File: config.mk
export PLATFORM = sky130hd
export DESIGN_NAME = alu_control_flat
export DESIGN_NICKNAME = d
export VERILOG_FILES = /design/src/rtl/alu_control_pkg.sv /design/src/rtl/alu_control_if.sv /design/src/rtl/alu_control.sv /design/src/flat_wrapper.sv
export SDC_FILE = /design/constraint.sdc
export NUM_CORES = 1
export LEC_CHECK = 0
export BUFFER_PORTS_ARGS = -buffer_cell sky130_fd_sc_hd__buf_2
export CORE_MARGIN = 2
export CORE_UTILIZATION = 51
export CTS_BUF_LIST = sky130_fd_sc_hd__clkbuf_2 sky130_fd_sc_hd__clkbuf_4 sky130_fd_sc_hd__clkbuf_8
export DETAILED_ROUTE_END_ITERATION = 12
export MAX_ROUTING_LAYER = met4
export PLACE_DENSITY_LB_ADDON = 0.08
export SLEW_MARGIN = 5
export SYNTH_ARGS = -nofsm -noshare
export SYNTH_HDL_FRONTEND = slang
export SYNTH_SLANG_ARGS = --single-unit
File: constraint.sdc
create_clock -name clk -period 2.24 [get_ports clk]
set_input_delay 0 -clock clk [delete_from_list [all_inputs] [get_ports clk]]
set_output_delay 0 -clock clk [all_outputs]
set_load 0.02 [all_outputs]
File: src/rtl/alu_control_pkg.sv
// Shared definitions for the ALU sequencer and the 16-bit ALU it drives.
// Holds the opcode constants, the sequencer state encoding, the default
// datapath width and a small opcode-classification helper.
package alu_control_pkg;

    localparam int unsigned WIDTH = 16;
    localparam int unsigned OP_W  = 5;

    // Opcodes understood by the ALU; anything above ALU_DEC is rejected.
    localparam logic [OP_W-1:0] ALU_ADD = 5'd0;  // add with stored carry
    localparam logic [OP_W-1:0] ALU_SUB = 5'd1;
    localparam logic [OP_W-1:0] ALU_AND = 5'd2;
    localparam logic [OP_W-1:0] ALU_OR  = 5'd3;
    localparam logic [OP_W-1:0] ALU_XOR = 5'd4;
    localparam logic [OP_W-1:0] ALU_NOT = 5'd5;
    localparam logic [OP_W-1:0] ALU_INC = 5'd6;
    localparam logic [OP_W-1:0] ALU_DEC = 5'd7;

    typedef enum logic [2:0] {
        StIdle  = 3'd0,
        StLoadA = 3'd1,
        StLoadB = 3'd2,
        StExec  = 3'd3,
        StDone  = 3'd4
    } state_t;

    // Binary ops occupy the low opcode range and need a second operand.
    function automatic logic is_binary_op(input logic [OP_W-1:0] op);
        return (op <= ALU_XOR);
    endfunction

endpackage

File: src/rtl/alu_control_if.sv
// Signal bundle between the ALU sequencer and its environment
// (bus master + ALU).
//   master : environment side - drives start/op/bus_in and the ALU flags,
//            observes operands, select, enables, status and result.
//   slave  : sequencer side - the mirror image.
interface alu_control_if #(
    parameter int unsigned WIDTH = 16
);
    logic             start;
    logic [4:0]       op;
    logic [WIDTH-1:0] bus_in;
    logic             alu_carry_out;
    logic             alu_zero;

    logic [WIDTH-1:0] operand_a;
    logic [WIDTH-1:0] operand_b;
    logic [4:0]       alu_select;
    logic             alu_carry_in;
    logic             alu_enable;
    logic             busy;
    logic             done;
    logic             error;
    logic [WIDTH-1:0] result;
    logic             carry_flag;
    logic             zero_flag;

    modport master (
        output start, op, bus_in, alu_carry_out, alu_zero,
        input  operand_a, operand_b, alu_select, alu_carry_in, alu_enable,
               busy, done, error, result, carry_flag, zero_flag
    );

    modport slave (
        input  start, op, bus_in, alu_carry_out, alu_zero,
        output operand_a, operand_b, alu_select, alu_carry_in, alu_enable,
               busy, done, error, result, carry_flag, zero_flag
    );

endinterface

File: src/rtl/alu_control.sv
// ALU sequencer. Accepts an opcode on start, pulls operand A (and B for
// binary ops) off the shared data bus on successive cycles, lets the ALU
// drive the bus for one EXEC cycle, captures the result and flags, then
// pulses done for one cycle.
// Ports:
//   clk   - single clock, rising edge
//   reset - asynchronous, active-high; aborts any operation, zeroes outputs
//   ctl   - alu_control_if.slave: start/op/bus_in/ALU flags in;
//           operands, select, carry-in, bus enable, status, result, flags out
// All status outputs are registered decodes of the next state so that
// alu_enable in particular cannot glitch.
module alu_control #(
    parameter int unsigned WIDTH  = alu_control_pkg::WIDTH,
    parameter int unsigned OP_MAX = 7
) (
    input logic          clk,
    input logic          reset,
    alu_control_if.slave ctl
);
    import alu_control_pkg::*;

    localparam logic [OP_W-1:0] OpMax = OP_W'(OP_MAX);

    state_t           r_state;
    state_t           w_state_next;
    logic             r_err;
    logic             w_err_next;

    logic [WIDTH-1:0] r_operand_a;
    logic [WIDTH-1:0] r_operand_b;
    logic [OP_W-1:0]  r_alu_select;
    logic [WIDTH-1:0] r_result;
    logic             r_carry_flag;
    logic             r_zero_flag;
    logic             r_alu_enable;
    logic             r_busy;
    logic             r_done;
    logic             r_error;

    logic             w_op_valid;
    logic             w_accept;

    assign w_op_valid = (ctl.op <= OpMax);
    assign w_accept   = (r_state == StIdle) && ctl.start && w_op_valid;

    // ------------------------------------------------------------------
    // FSM: state register
    // ------------------------------------------------------------------
    always_ff @(posedge clk or posedge reset) begin
        if (reset) begin
            r_state <= StIdle;
            r_err   <= 1'b0;
        end else begin
            r_state <= w_state_next;
            r_err   <= w_err_next;
        end
    end

    // ------------------------------------------------------------------
    // FSM: next state. start is only looked at in IDLE, so requests that
    // arrive while busy are dropped rather than queued.
    // ------------------------------------------------------------------
    always_comb begin
        w_state_next = r_state;
        w_err_next   = r_err;
        unique case (r_state)
            StIdle: begin
                if (ctl.start) begin
                    if (w_op_valid) begin
                        w_state_next = StLoadA;
                    end else begin
                        w_state_next = StDone;
                        w_err_next   = 1'b1;
                    end
                end
            end
            StLoadA: begin
                w_state_next = is_binary_op(r_alu_select) ? StLoadB : StExec;
            end
            StLoadB: begin
                w_state_next = StExec;
            end
            StExec: begin
                w_state_next = StDone;
            end
            StDone: begin
                w_state_next = StIdle;
                w_err_next   = 1'b0;
            end
            default: begin
                w_state_next = StIdle;
                w_err_next   = 1'b0;
            end
        endcase
    end

    // ------------------------------------------------------------------
    // Datapath and registered status outputs
    // ------------------------------------------------------------------
    always_ff @(posedge clk or posedge reset) begin
        if (reset) begin
            r_operand_a  <= '0;
            r_operand_b  <= '0;
            r_alu_select <= '0;
            r_result     <= '0;
            r_carry_flag <= 1'b0;
            r_zero_flag  <= 1'b0;
            r_alu_enable <= 1'b0;
            r_busy       <= 1'b0;
            r_done       <= 1'b0;
            r_error      <= 1'b0;
        end else begin
            // The select register doubles as the latched opcode; an invalid
            // request leaves it untouched.
            if (w_accept) begin
                r_alu_select <= ctl.op;
            end
            if (r_state == StLoadA) begin
                r_operand_a <= ctl.bus_in;
            end
            if (r_state == StLoadB) begin
                r_operand_b <= ctl.bus_in;
            end
            // In EXEC the ALU is driving bus_in, so the bus carries the result.
            if (r_state == StExec) begin
                r_result     <= ctl.bus_in;
                r_carry_flag <= ctl.alu_carry_out;
                r_zero_flag  <= ctl.alu_zero;
            end

            r_alu_enable <= (w_state_next == StExec);
            r_busy       <= (w_state_next == StLoadA) || (w_state_next == StLoadB) ||
                            (w_state_next == StExec);
            r_done       <= (w_state_next == StDone);
            r_error      <= (w_state_next == StDone) && w_err_next;
        end
    end

    assign ctl.operand_a    = r_operand_a;
    assign ctl.operand_b    = r_operand_b;
    assign ctl.alu_select   = r_alu_select;
    // Only add consumes the carry; the ALU ignores it for other opcodes.
    assign ctl.alu_carry_in = r_carry_flag;
    assign ctl.alu_enable   = r_alu_enable;
    assign ctl.busy         = r_busy;
    assign ctl.done         = r_done;
    assign ctl.error        = r_error;
    assign ctl.result       = r_result;
    assign ctl.carry_flag   = r_carry_flag;
    assign ctl.zero_flag    = r_zero_flag;

endmodule

File: src/flat_wrapper.sv
// flat-port wrapper written by rule: the top's interface ports become plain ports
module alu_control_flat import alu_control_pkg::*;
#(
    parameter int unsigned WIDTH  = alu_control_pkg::WIDTH,
    parameter int unsigned OP_MAX = 7
)
  (clk, reset, ctl_start, ctl_op, ctl_bus_in, ctl_alu_carry_out, ctl_alu_zero, ctl_operand_a, ctl_operand_b, ctl_alu_select, ctl_alu_carry_in, ctl_alu_enable, ctl_busy, ctl_done, ctl_error, ctl_result, ctl_carry_flag, ctl_zero_flag);
  alu_control_if #(.WIDTH(WIDTH)) ctl_i ();
  input logic clk;
  input logic reset;
  input wire logic [$bits(ctl_i.start)-1:0] ctl_start;
  input wire logic [$bits(ctl_i.op)-1:0] ctl_op;
  input wire logic [$bits(ctl_i.bus_in)-1:0] ctl_bus_in;
  input wire logic [$bits(ctl_i.alu_carry_out)-1:0] ctl_alu_carry_out;
  input wire logic [$bits(ctl_i.alu_zero)-1:0] ctl_alu_zero;
  output wire logic [$bits(ctl_i.operand_a)-1:0] ctl_operand_a;
  output wire logic [$bits(ctl_i.operand_b)-1:0] ctl_operand_b;
  output wire logic [$bits(ctl_i.alu_select)-1:0] ctl_alu_select;
  output wire logic [$bits(ctl_i.alu_carry_in)-1:0] ctl_alu_carry_in;
  output wire logic [$bits(ctl_i.alu_enable)-1:0] ctl_alu_enable;
  output wire logic [$bits(ctl_i.busy)-1:0] ctl_busy;
  output wire logic [$bits(ctl_i.done)-1:0] ctl_done;
  output wire logic [$bits(ctl_i.error)-1:0] ctl_error;
  output wire logic [$bits(ctl_i.result)-1:0] ctl_result;
  output wire logic [$bits(ctl_i.carry_flag)-1:0] ctl_carry_flag;
  output wire logic [$bits(ctl_i.zero_flag)-1:0] ctl_zero_flag;
  assign ctl_i.start = ctl_start;
  assign ctl_i.op = ctl_op;
  assign ctl_i.bus_in = ctl_bus_in;
  assign ctl_i.alu_carry_out = ctl_alu_carry_out;
  assign ctl_i.alu_zero = ctl_alu_zero;
  assign ctl_operand_a = ctl_i.operand_a;
  assign ctl_operand_b = ctl_i.operand_b;
  assign ctl_alu_select = ctl_i.alu_select;
  assign ctl_alu_carry_in = ctl_i.alu_carry_in;
  assign ctl_alu_enable = ctl_i.alu_enable;
  assign ctl_busy = ctl_i.busy;
  assign ctl_done = ctl_i.done;
  assign ctl_error = ctl_i.error;
  assign ctl_result = ctl_i.result;
  assign ctl_carry_flag = ctl_i.carry_flag;
  assign ctl_zero_flag = ctl_i.zero_flag;
  alu_control #(.WIDTH(WIDTH), .OP_MAX(OP_MAX)) u_core (.clk(clk), .reset(reset), .ctl(ctl_i));
endmodule
==> results.toml, run 1 <==
[synthesis]
ys_seq_area_frac = 0.659
syn_area_sq_mm = 0.00239
ys_ff_latch = 63
syn_inst = 145
synthArstFlopShare = 1.00
yosysTopAreaCell = "dfrtp_1"
synth_area_leaders = "dfrtp_1, mux2_2, mux2_4"
synth.distinct_cells = 21
synth_edf_count = 0
synth_top_area_share = 0.659
syn_nets = 171
synth-main-ff-cell = "dfrtp_1"
syn_avg_cell_area_sq_um = 16.5
synth_warnings = 0

[setup_path]
reg2reg_to = "u_core.ctl.alu_select[2]"
startpoint_type = "flip-flop"
worst_r2r_path_depth = 3
crit_chain = "nor4b_1 -> nand2_1 -> mux2_2"
crit_required_ns = 2.46
worstSetupPathType = "flip-flop to flip-flop"
r2r_slack_ns = 0.62
slowest_delay_ns = 0.50
worstPathMaxFanout = 6
cp-end-kind = "flip-flop"
crit_slowest_cell = "nor4b_1"
timing.rr.start = "u_core.r_state[0]"
critPathLaunch = "u_core.r_state[0]"
worstPathArrival_ns = 1.83
endpoint = "u_core.ctl.alu_select[2]"

[cts]
post_cts_resized = 0
cts_sinks = 63
clkLatencyLatePin_ns = 0.33
h-tree-depth = 3
numCtsBuffers = 9
holdBufCountCts = 22
cts.path.max_buffers = 2
root_buffer = "clkbuf_8"
cts_tree = "yes"
postCtsSetupRepairBufs = 0
clk_pin_slew_worst_paths_ns = 0.07

[die]
start_util = 0.538
die_h_um = 72.5
ioPinCount = 86
die-area_sq_mm = 0.00525
core_sq_mm = 0.00444
rows = 24
die_w_um = 72.5

[power_and_ir_drop]
max-vdd-ir-drop_uv = 938
p_per_area_mw_per_mm2 = 1610
power_leakage_nw = 1.66

[grt]
grt_pass1_wl_um = 8110
antenna_found_initial = 0
grt_max_degree = 35
grt.total_usage = 0.214
grt.overflow.total = 0
grt_pass1_vias = 1739

[sta]
fmax_mhz = 619
setup_viol = 0
period_share = 0.721
slew_headroom = 0.591
worstMarginPinSlew_ns = 0.612
tns_ns = 0
finalMaxSlewViolations = 0
finalClockSkew_ns = 0.00737
rsz0062_at_grt = "no"
finalHoldViolations = 0
fin_crit_ns = 1.62

[detailed_routing]
wl_per_cell_um = 15.1
routed_wl_um = 4830
dr.pass1.iters = 4
routed_via_density = 4.99
drc = 0
drtAntennaViolNets = 0
drt_iter0_markers = 53
vias = 1592

[place]
numPortBuffers = 85
place_congestion = 0.767
dp.cells = 281
hpwl_um = 3300

[final_layout]
finalNonFillerCells = 319
fin_nets = 288
syn_to_final_growth_pct = 39.6
drive_above_1_share = 0.614
finish.utilization = 0.751
diodes = 0

[flow_run]
max_cap_violations = 0

[worst_hold_path]
min_path_type = "input port to flip-flop"
min-delay-start = "ctl_op[4]"

[outcome]
outcome = "completed"
-- how the worst min path moves through the flow --
stage | to | cells past startpoint | slack, ns
finish | u_core.r_err | 3 | 0.04
global route | u_core.ctl.done | 3 | 0.1
CTS | u_core.r_err | 3 | 0.03
detailed placement | u_core.ctl.operand_b[7] | 2 | 0.11
global placement | u_core.ctl.operand_b[2] | 2 | 0.09
floorplan | u_core.ctl.operand_a[0] | 1 | 0.15
-- synthesized netlist by cell type (2+ instances only) --
cell      number
mux2_4         8
nor2_1         2
nand3b_1       2
mux2_2        45
and2_1         2
o21ai_0        3
dfrtp_1       63
buf_2          4
nand2_1        4
-- metal layers --
layer | global-route usage | vias to the layer above | part of all wire | wire [um]
met5 | - | - | 0 | 0
met3 | 0.0458 | 9 | 0.044 | 213
li1 | - | 737 | - | -
met4 | 0.0926 | 0 | 0.016 | 77
met2 | 0.360 | 55 | 0.52 | 2510
met1 | 0.250 | 791 | 0.42 | 2020
-- per-stage QoR --
| stage | instance area (sq um) | hold slack [ns] | power (W) | setup slack, ns |
|---|---|---|---|---|
| 2_1_floorplan | 2390 | 0.149 | 0.00353 | 0.670 |
| 3_3_place_gp | 2890 | 0.0942 | 0.00419 | 0.746 |
| 3_5_place_dp | 2890 | 0.111 | 0.00428 | 0.650 |
| 4_1_cts | 3340 | 0.0299 | 0.00544 | 0.635 |
| 5_1_grt | 3340 | 0.0974 | 0.00567 | 0.528 |
| 6_report | 3340 | 0.0440 | 0.00539 | 0.625 |
-- sequential cells by signal (all words and copies together), names as in the netlist, 3 cells and up --
signal	cells
u_core.ctl.operand_a	16
u_core.ctl.operand_b	16
u_core.ctl.result	16
u_core.ctl.alu_select	5
u_core.r_state	3
-- placed cells by master, fill, tap and decap left out --
master and instances:
buf_2 85, dfrtp_1 63, mux2_2 45, dlygate4sd3_1 22
clkbuf_8 11, mux2_4 8, buf_4 5, nand2_1 4
o21ai_0 3, nor2_1 2, and2_1 2, nand3b_1 2
bufinv_16 2, clkinvlp_4 2, nor3b_2 1, nor4b_1 1
or3b_1 1, or2b_1 1, a21oi_1 1, a211o_2 1
nand2b_1 1, or2_2 1, inv_2 1, clkinv_2 1
buf_12 1
-- logic make-up (layout without fill, tap and decap cells) --
group,count (synthesis),after routing,synth area share
buffers and inverters,8,130,0.0262
multiplexers,53,53,0.262
AND/OR/NAND/NOR,16,16,0.0398
AO/OA/AOI/OAI,5,5,0.0126
flip-flops,63,63,0.659
-- layout make-up --
type,instances,area (sq um)
fill,311,1110
sequential,63,1580
multi-input combinational,74,757
clock buffer,11,151
tap,52,65.1
clock inverter,5,80.1
timing repair buffer,113,703
inverter,1,3.75
-- worst max-delay path: cells and delay by family, from the launching register on --
kind / cells / cell delay (ns)
AND/OR/NAND/NOR: 2 / 0.76
multiplexers: 1 / 0.33
flip-flops: 1 / 0.42
-- where the power goes --
part           leakage, nW  switching, W  internal (W)
Combinational        0.797       0.00126       0.00104
Sequential           0.751      0.000277       0.00170
Clock                0.112      0.000426      0.000685
Total                 1.66       0.00196       0.00342
Power figures use the tool's default switching activity.
==> inputs of run 2 (changes only) <==
Settings changed: ABC_AREA from default to 1, CORE_UTILIZATION 51 to 46.
Clock period 2.24 ns to 1.48 ns, I/O delays scaled along.
==> results.toml, run 2 <==
[outcome]
outcome = "completed"

[power_and_ir_drop]
power_leakage_nw = 1.86
p_per_area_mw_per_mm2 = 2340
power_w = 0.00792
max-vdd-ir-drop_uv = 1160

[synthesis]
synthArstFlopShare = 1.00
ys_ff_latch = 63
synth_top_area_share = 0.646
synth_edf_count = 0
ys_seq_area_frac = 0.646
synth_common_cells = "dfrtp_1, nand2_1, inv_1"
synth_warnings = 0
syn_area_sq_mm = 0.00244
yosysMostFrequentCell = "dfrtp_1"
syn_nets = 260
synth-main-ff-cell = "dfrtp_1"
syn_avg_cell_area_sq_um = 10.4
synth.distinct_cells = 20
synth_area_leaders = "dfrtp_1, nand2_1, o21ai_2"
yosysTopAreaCell = "dfrtp_1"
syn_inst = 234

[place]
hpwl_um = 3410
place_ws_ns = 0.257
place_congestion = 0.725
numPortBuffers = 85

[sta]
finalMaxSlewViolations = 0
period_share = 0.830
worstMarginPinSlew_ns = 0.519
rsz0062_at_grt = "no"
fmax_mhz = 815
slew_headroom = 0.653
timing.final.ws_setup_ns = 0.252
tns_ns = 0
finalClockSkew_ns = 0.00814
setup_viol = 0
finalHoldViolations = 0
fin_crit_ns = 1.23

[setup_path]
startpoint_type = "flip-flop"
timing.rr.start = "u_core.r_state[1]"
crit_family = "flip-flops"
cp-end-kind = "flip-flop"
r2r_slack_ns = 0.25
crit_chain = "nor2_2 -> nand2_2 -> buf_4 -> nand2_1 -> o21ai_2"
worst_r2r_path_depth = 5
worstSetupPathType = "flip-flop to flip-flop"
critPathBufInv = 1
slowest_delay_ns = 0.42
worstPathArrival_ns = 1.43
crit_slowest_cell = "dfrtp_1"
crit_required_ns = 1.69
worstPathMaxFanout = 24
critical_path_cell_count = 5
reg2reg_to = "u_core.ctl.operand_a[12]"

[flow_run]
max_cap_violations = 0

[detailed_routing]
drtAntennaViolNets = 0
drt_iter0_markers = 110
wl_per_cell_um = 12.0
vias = 1915
routed_wl_um = 5110
routed_via_density = 4.52
drc = 0
dr.pass1.iters = 4

[cts]
clkLatencyLatePin_ns = 0.33
root_buffer = "clkbuf_8"
cts.path.max_buffers = 2
cts_sinks = 63
post_cts_resized = 0
cts_tree = "yes"
numCtsBuffers = 9
h-tree-depth = 3
clk_pin_slew_worst_paths_ns = 0.07

[final_layout]
drive_above_1_share = 0.384
finish.utilization = 0.662
mostFrequentLayoutCells = "buf_2, dfrtp_1, nand2_1, inv_1, o21ai_1"
diodes = 0
fin_nets = 375
layout_commonest_cell = "buf_2"
syn_to_final_growth_pct = 38.6

[grt]
grt_pass1_wl_um = 8480
antenna_found_initial = 0
grt_max_degree = 40
grt.total_usage = 0.193
grt.overflow.total = 0
grt_pass1_vias = 1861

[worst_hold_path]
hold_end = "u_core.ctl.alu_select[2]"
min_path_type = "input port to flip-flop"
min-delay-start = "ctl_op[4]"
worstHoldPathCells = 4

[die]
die_w_um = 76.8
die-area_sq_mm = 0.00591
die_h_um = 76.8
core_sq_mm = 0.00511
rows = 26
start_util = 0.478
ioPinCount = 86
==> run 2: cell count changes in the layout (fill, tap and decap cells not counted), moves of 8 or more <==
cell / before / now
nand2_1: 4 / 59
mux2_2: 45 / 0
inv_1: 0 / 28
o21ai_1: 0 / 24
o21ai_2: 0 / 16
o21ai_0: 3 / 14
mux2_4: 8 / 0
==> run 2: area by class of cell <==
| type | instances | area [sq um] |
|---|---|---|
| clock buffer | 13 | 173 |
| timing repair buffer | 115 | 731 |
| tap | 70 | 87.6 |
| sequential | 63 | 1580 |
| clock inverter | 3 | 40.0 |
| inverter | 31 | 120 |
| fill | 448 | 1720 |
| multi-input combinational | 129 | 656 |
==> run 2: repair_timing <==
| action | in CTS | in global routing |
|---|---|---|
| setup buffers | 0 | 0 |
| hold endpoints to repair | 73 | 0 |
| hold buffers | 22 | 0 |
==> run 2: kinds of logic (layout without fill, tap and decap cells) <==
group | count (synthesis) | after routing | synth area share
buf+inv | 42 | 162 | 0.0856
simple gates | 72 | 72 | 0.125
compound gates | 57 | 57 | 0.144
flops | 63 | 63 | 0.646
==> run 2: per-layer routing <==
metal,vias up,GRT usage,share of wire
met4,0,0.0982,0.024
met3,11,0.0541,0.052
met5,-,-,0
met1,867,0.240,0.47
li1,974,-,-
met2,63,0.290,0.46
==> run 2: where the power goes <==
group | internal [W] | switching [W]
clock | 0.000930 | 0.000620
combinational | 0.00119 | 0.00220
sequential | 0.00254 | 0.000434
==> run 2: worst min-delay path: stages <==
cell,delay [ns]
buf_2,0.07
nor2_1,0.04
nand3_2,0.16
a21oi_1,0.08
==> run 2: worst max path at each step <==
stage,startpoint,endpoint,slack [ns]
after global placement,u_core.r_state[1],u_core.ctl.operand_a[11],0.30
after detailed placement,u_core.r_state[1],u_core.ctl.operand_a[9],0.26
after CTS,u_core.r_state[1],u_core.ctl.operand_a[12],0.24
after global routing,u_core.r_state[1],u_core.ctl.operand_a[12],0.18
final,u_core.r_state[1],u_core.ctl.operand_a[12],0.25
after floorplan,u_core.r_state[1],u_core.ctl.operand_a[0],0.40
==> run 2: stage by stage <==
stage	cell area, sq um	cells	hold WS [ns]
final	3380	424	0.0716
after global routing	3380	424	0.107
after CTS	3380	424	0.0710
after detailed placement	2950	386	0.0608
after global placement	2950	386	0.0599
after floorplan	2440	234	0.125
==> inputs of run 3 (changes only) <==
Settings changed: CORE_UTILIZATION 46 to 51.
Clock period 1.48 ns to 1.24 ns, I/O delays scaled along.
==> results.toml, run 3 (same netlist as run 2, synthesis figures left out) <==
[setup_path]
timing.rr.start = "u_core.r_state[1]"
worstSetupPathType = "flip-flop to flip-flop"
cp-end-kind = "flip-flop"
crit_required_ns = 1.46
worstPathMaxFanout = 26
worst_r2r_path_depth = 5
reg2reg_to = "u_core.ctl.operand_a[2]"
worstPathArrival_ns = 1.38
r2r_slack_ns = 0.08
startpoint_type = "flip-flop"

[die]
start_util = 0.524
die_h_um = 73.2
die-area_sq_mm = 0.00536
rows = 25
die_w_um = 73.2
core_sq_mm = 0.00466
ioPinCount = 86

[grt]
grt.total_usage = 0.206
grt_pass1_wl_um = 8020
grt_pass1_vias = 1797
antenna_found_initial = 0
grt.overflow.total = 0
grt_max_degree = 64

[sta]
finalHoldViolations = 0
finalMaxSlewViolations = 0
finalClockSkew_ns = 0.0119
fin_crit_ns = 1.16
fmax_mhz = 861
setup_viol = 0
tns_ns = 0
slew_headroom = 0.775
worstMarginPinSlew_ns = 0.337
rsz0062_at_grt = "yes"
period_share = 0.937

[worst_hold_path]
hold_end = "u_core.ctl.alu_select[2]"
min_path_type = "input port to flip-flop"
worstHoldPathCells = 4
min-delay-start = "ctl_op[4]"

[cts]
root_buffer = "clkbuf_8"
h-tree-depth = 3
cts.path.max_buffers = 2
clk_pin_slew_worst_paths_ns = 0.07
cts_sinks = 63
clkLatencyLatePin_ns = 0.33
cts_tree = "yes"
numCtsBuffers = 9

[final_layout]
drive_above_1_share = 0.382
syn_to_final_growth_pct = 38.4
layout_commonest_cell = "buf_2"
diodes = 0
mostFrequentLayoutCells = "buf_2, dfrtp_1, nand2_1, inv_1, o21ai_1"
finalNonFillerCells = 407
fin_nets = 375
fillCellCount = 368

[power_and_ir_drop]
power_frac_comb = 0.430
power.switching_w = 0.00389
power_leakage_nw = 1.86
swShare = 0.405
power_w = 0.00960
p_per_area_mw_per_mm2 = 2840
p_seq_frac = 0.369
max-vdd-ir-drop_uv = 1540
internal_power_w = 0.00571
pwr-share-clk = 0.201

[flow_run]
max_cap_violations = 0

[outcome]
outcome = "completed"

[detailed_routing]
drt_iter0_markers = 73
routed_via_density = 4.77
routed_wl_um = 4970
drtAntennaViolNets = 0
vias = 1943
wl_per_cell_um = 12.2
drc = 0
dr.pass1.iters = 4

[place]
numPortBuffers = 85
place_congestion = 0.751
dp.cells = 370
hpwl_um = 3260
-- run 3: changes by cell type in the layout (fill, tap and decap cells not counted) --
cell,before,now
bufinv_16,1,2
o21ai_1,24,25
o21ai_0,14,13
buf_12,2,3
clkbuf_8,12,10
buf_4,6,5
-- run 3: worst max-delay path, stage by stage (launching register included) --
cell and delay, ns:
dfrtp_1 0.42, nor2_2 0.19, nand2_2 0.12, buf_12 0.19
nand2_1 0.08, o21ai_2 0.05
-- run 3: repair_timing --
item / 4_1_cts / 5_1_grt
hold buffers: 22 / 0
buffers inserted: 0 / 0
endpoints found under the setup margin: 0 / 4
hold endpoints to repair: 115 / 0
resized for setup: 0 / 1
-- run 3: stage by stage --
step                      utilization  instance area (sq um)  worst slack (ns)  hold slack [ns]
after global routing            0.725                   3380          -0.00358            0.127
after floorplan                     -                   2440             0.159            0.125
after CTS                       0.725                   3380            0.0752           0.0620
after detailed placement        0.631                   2940            0.0806            0.119
final                           0.725                   3380            0.0783           0.0705
after global placement          0.631                   2940             0.129            0.119
-- run 3: final cells by class --
cell class                 instances  area (sq um)  share of cell area
inverter                          31           120              0.0356
sequential                        63          1580               0.467
tap                               54          67.6              0.0200
multi-input combinational        129           656               0.194
clock inverter                     4          70.1              0.0207
clock buffer                      11           145              0.0430
timing repair buffer             115           743               0.220
-- run 3: worst max-delay path by stage --
stage / start / depth (start not counted) / to / slack [ns]
after floorplan: u_core.r_state[1] / 5 / u_core.ctl.operand_a[0] / 0.16
after global placement: u_core.r_state[1] / 5 / u_core.ctl.operand_a[12] / 0.13
after detailed placement: u_core.r_state[1] / 5 / u_core.ctl.operand_a[4] / 0.08
after CTS: u_core.r_state[1] / 5 / u_core.ctl.operand_a[4] / 0.08
after global routing: u_core.r_state[1] / 5 / u_core.ctl.operand_a[4] / -0.004
final: u_core.r_state[1] / 5 / u_core.ctl.operand_a[2] / 0.08
-- run 3: power by group through the flow --
stage               registers (W)  clock network (W)  logic, W
finish                    0.00354            0.00193   0.00413
global placement          0.00356                  0   0.00402
detailed placement        0.00355                  0   0.00413
global route              0.00366            0.00204   0.00456
CTS                       0.00354            0.00197   0.00419
floorplan                 0.00468                  0   0.00167
-- run 3: metal layers --
| metal | vias up | part of all wire | global-route usage |
|---|---|---|---|
| li1 | 966 | - | - |
| met1 | 911 | 0.47 | 0.273 |
| met2 | 58 | 0.46 | 0.295 |
| met3 | 8 | 0.060 | 0.0622 |
| met4 | 0 | 0.015 | 0.0864 |
| met5 | - | 0 | - |
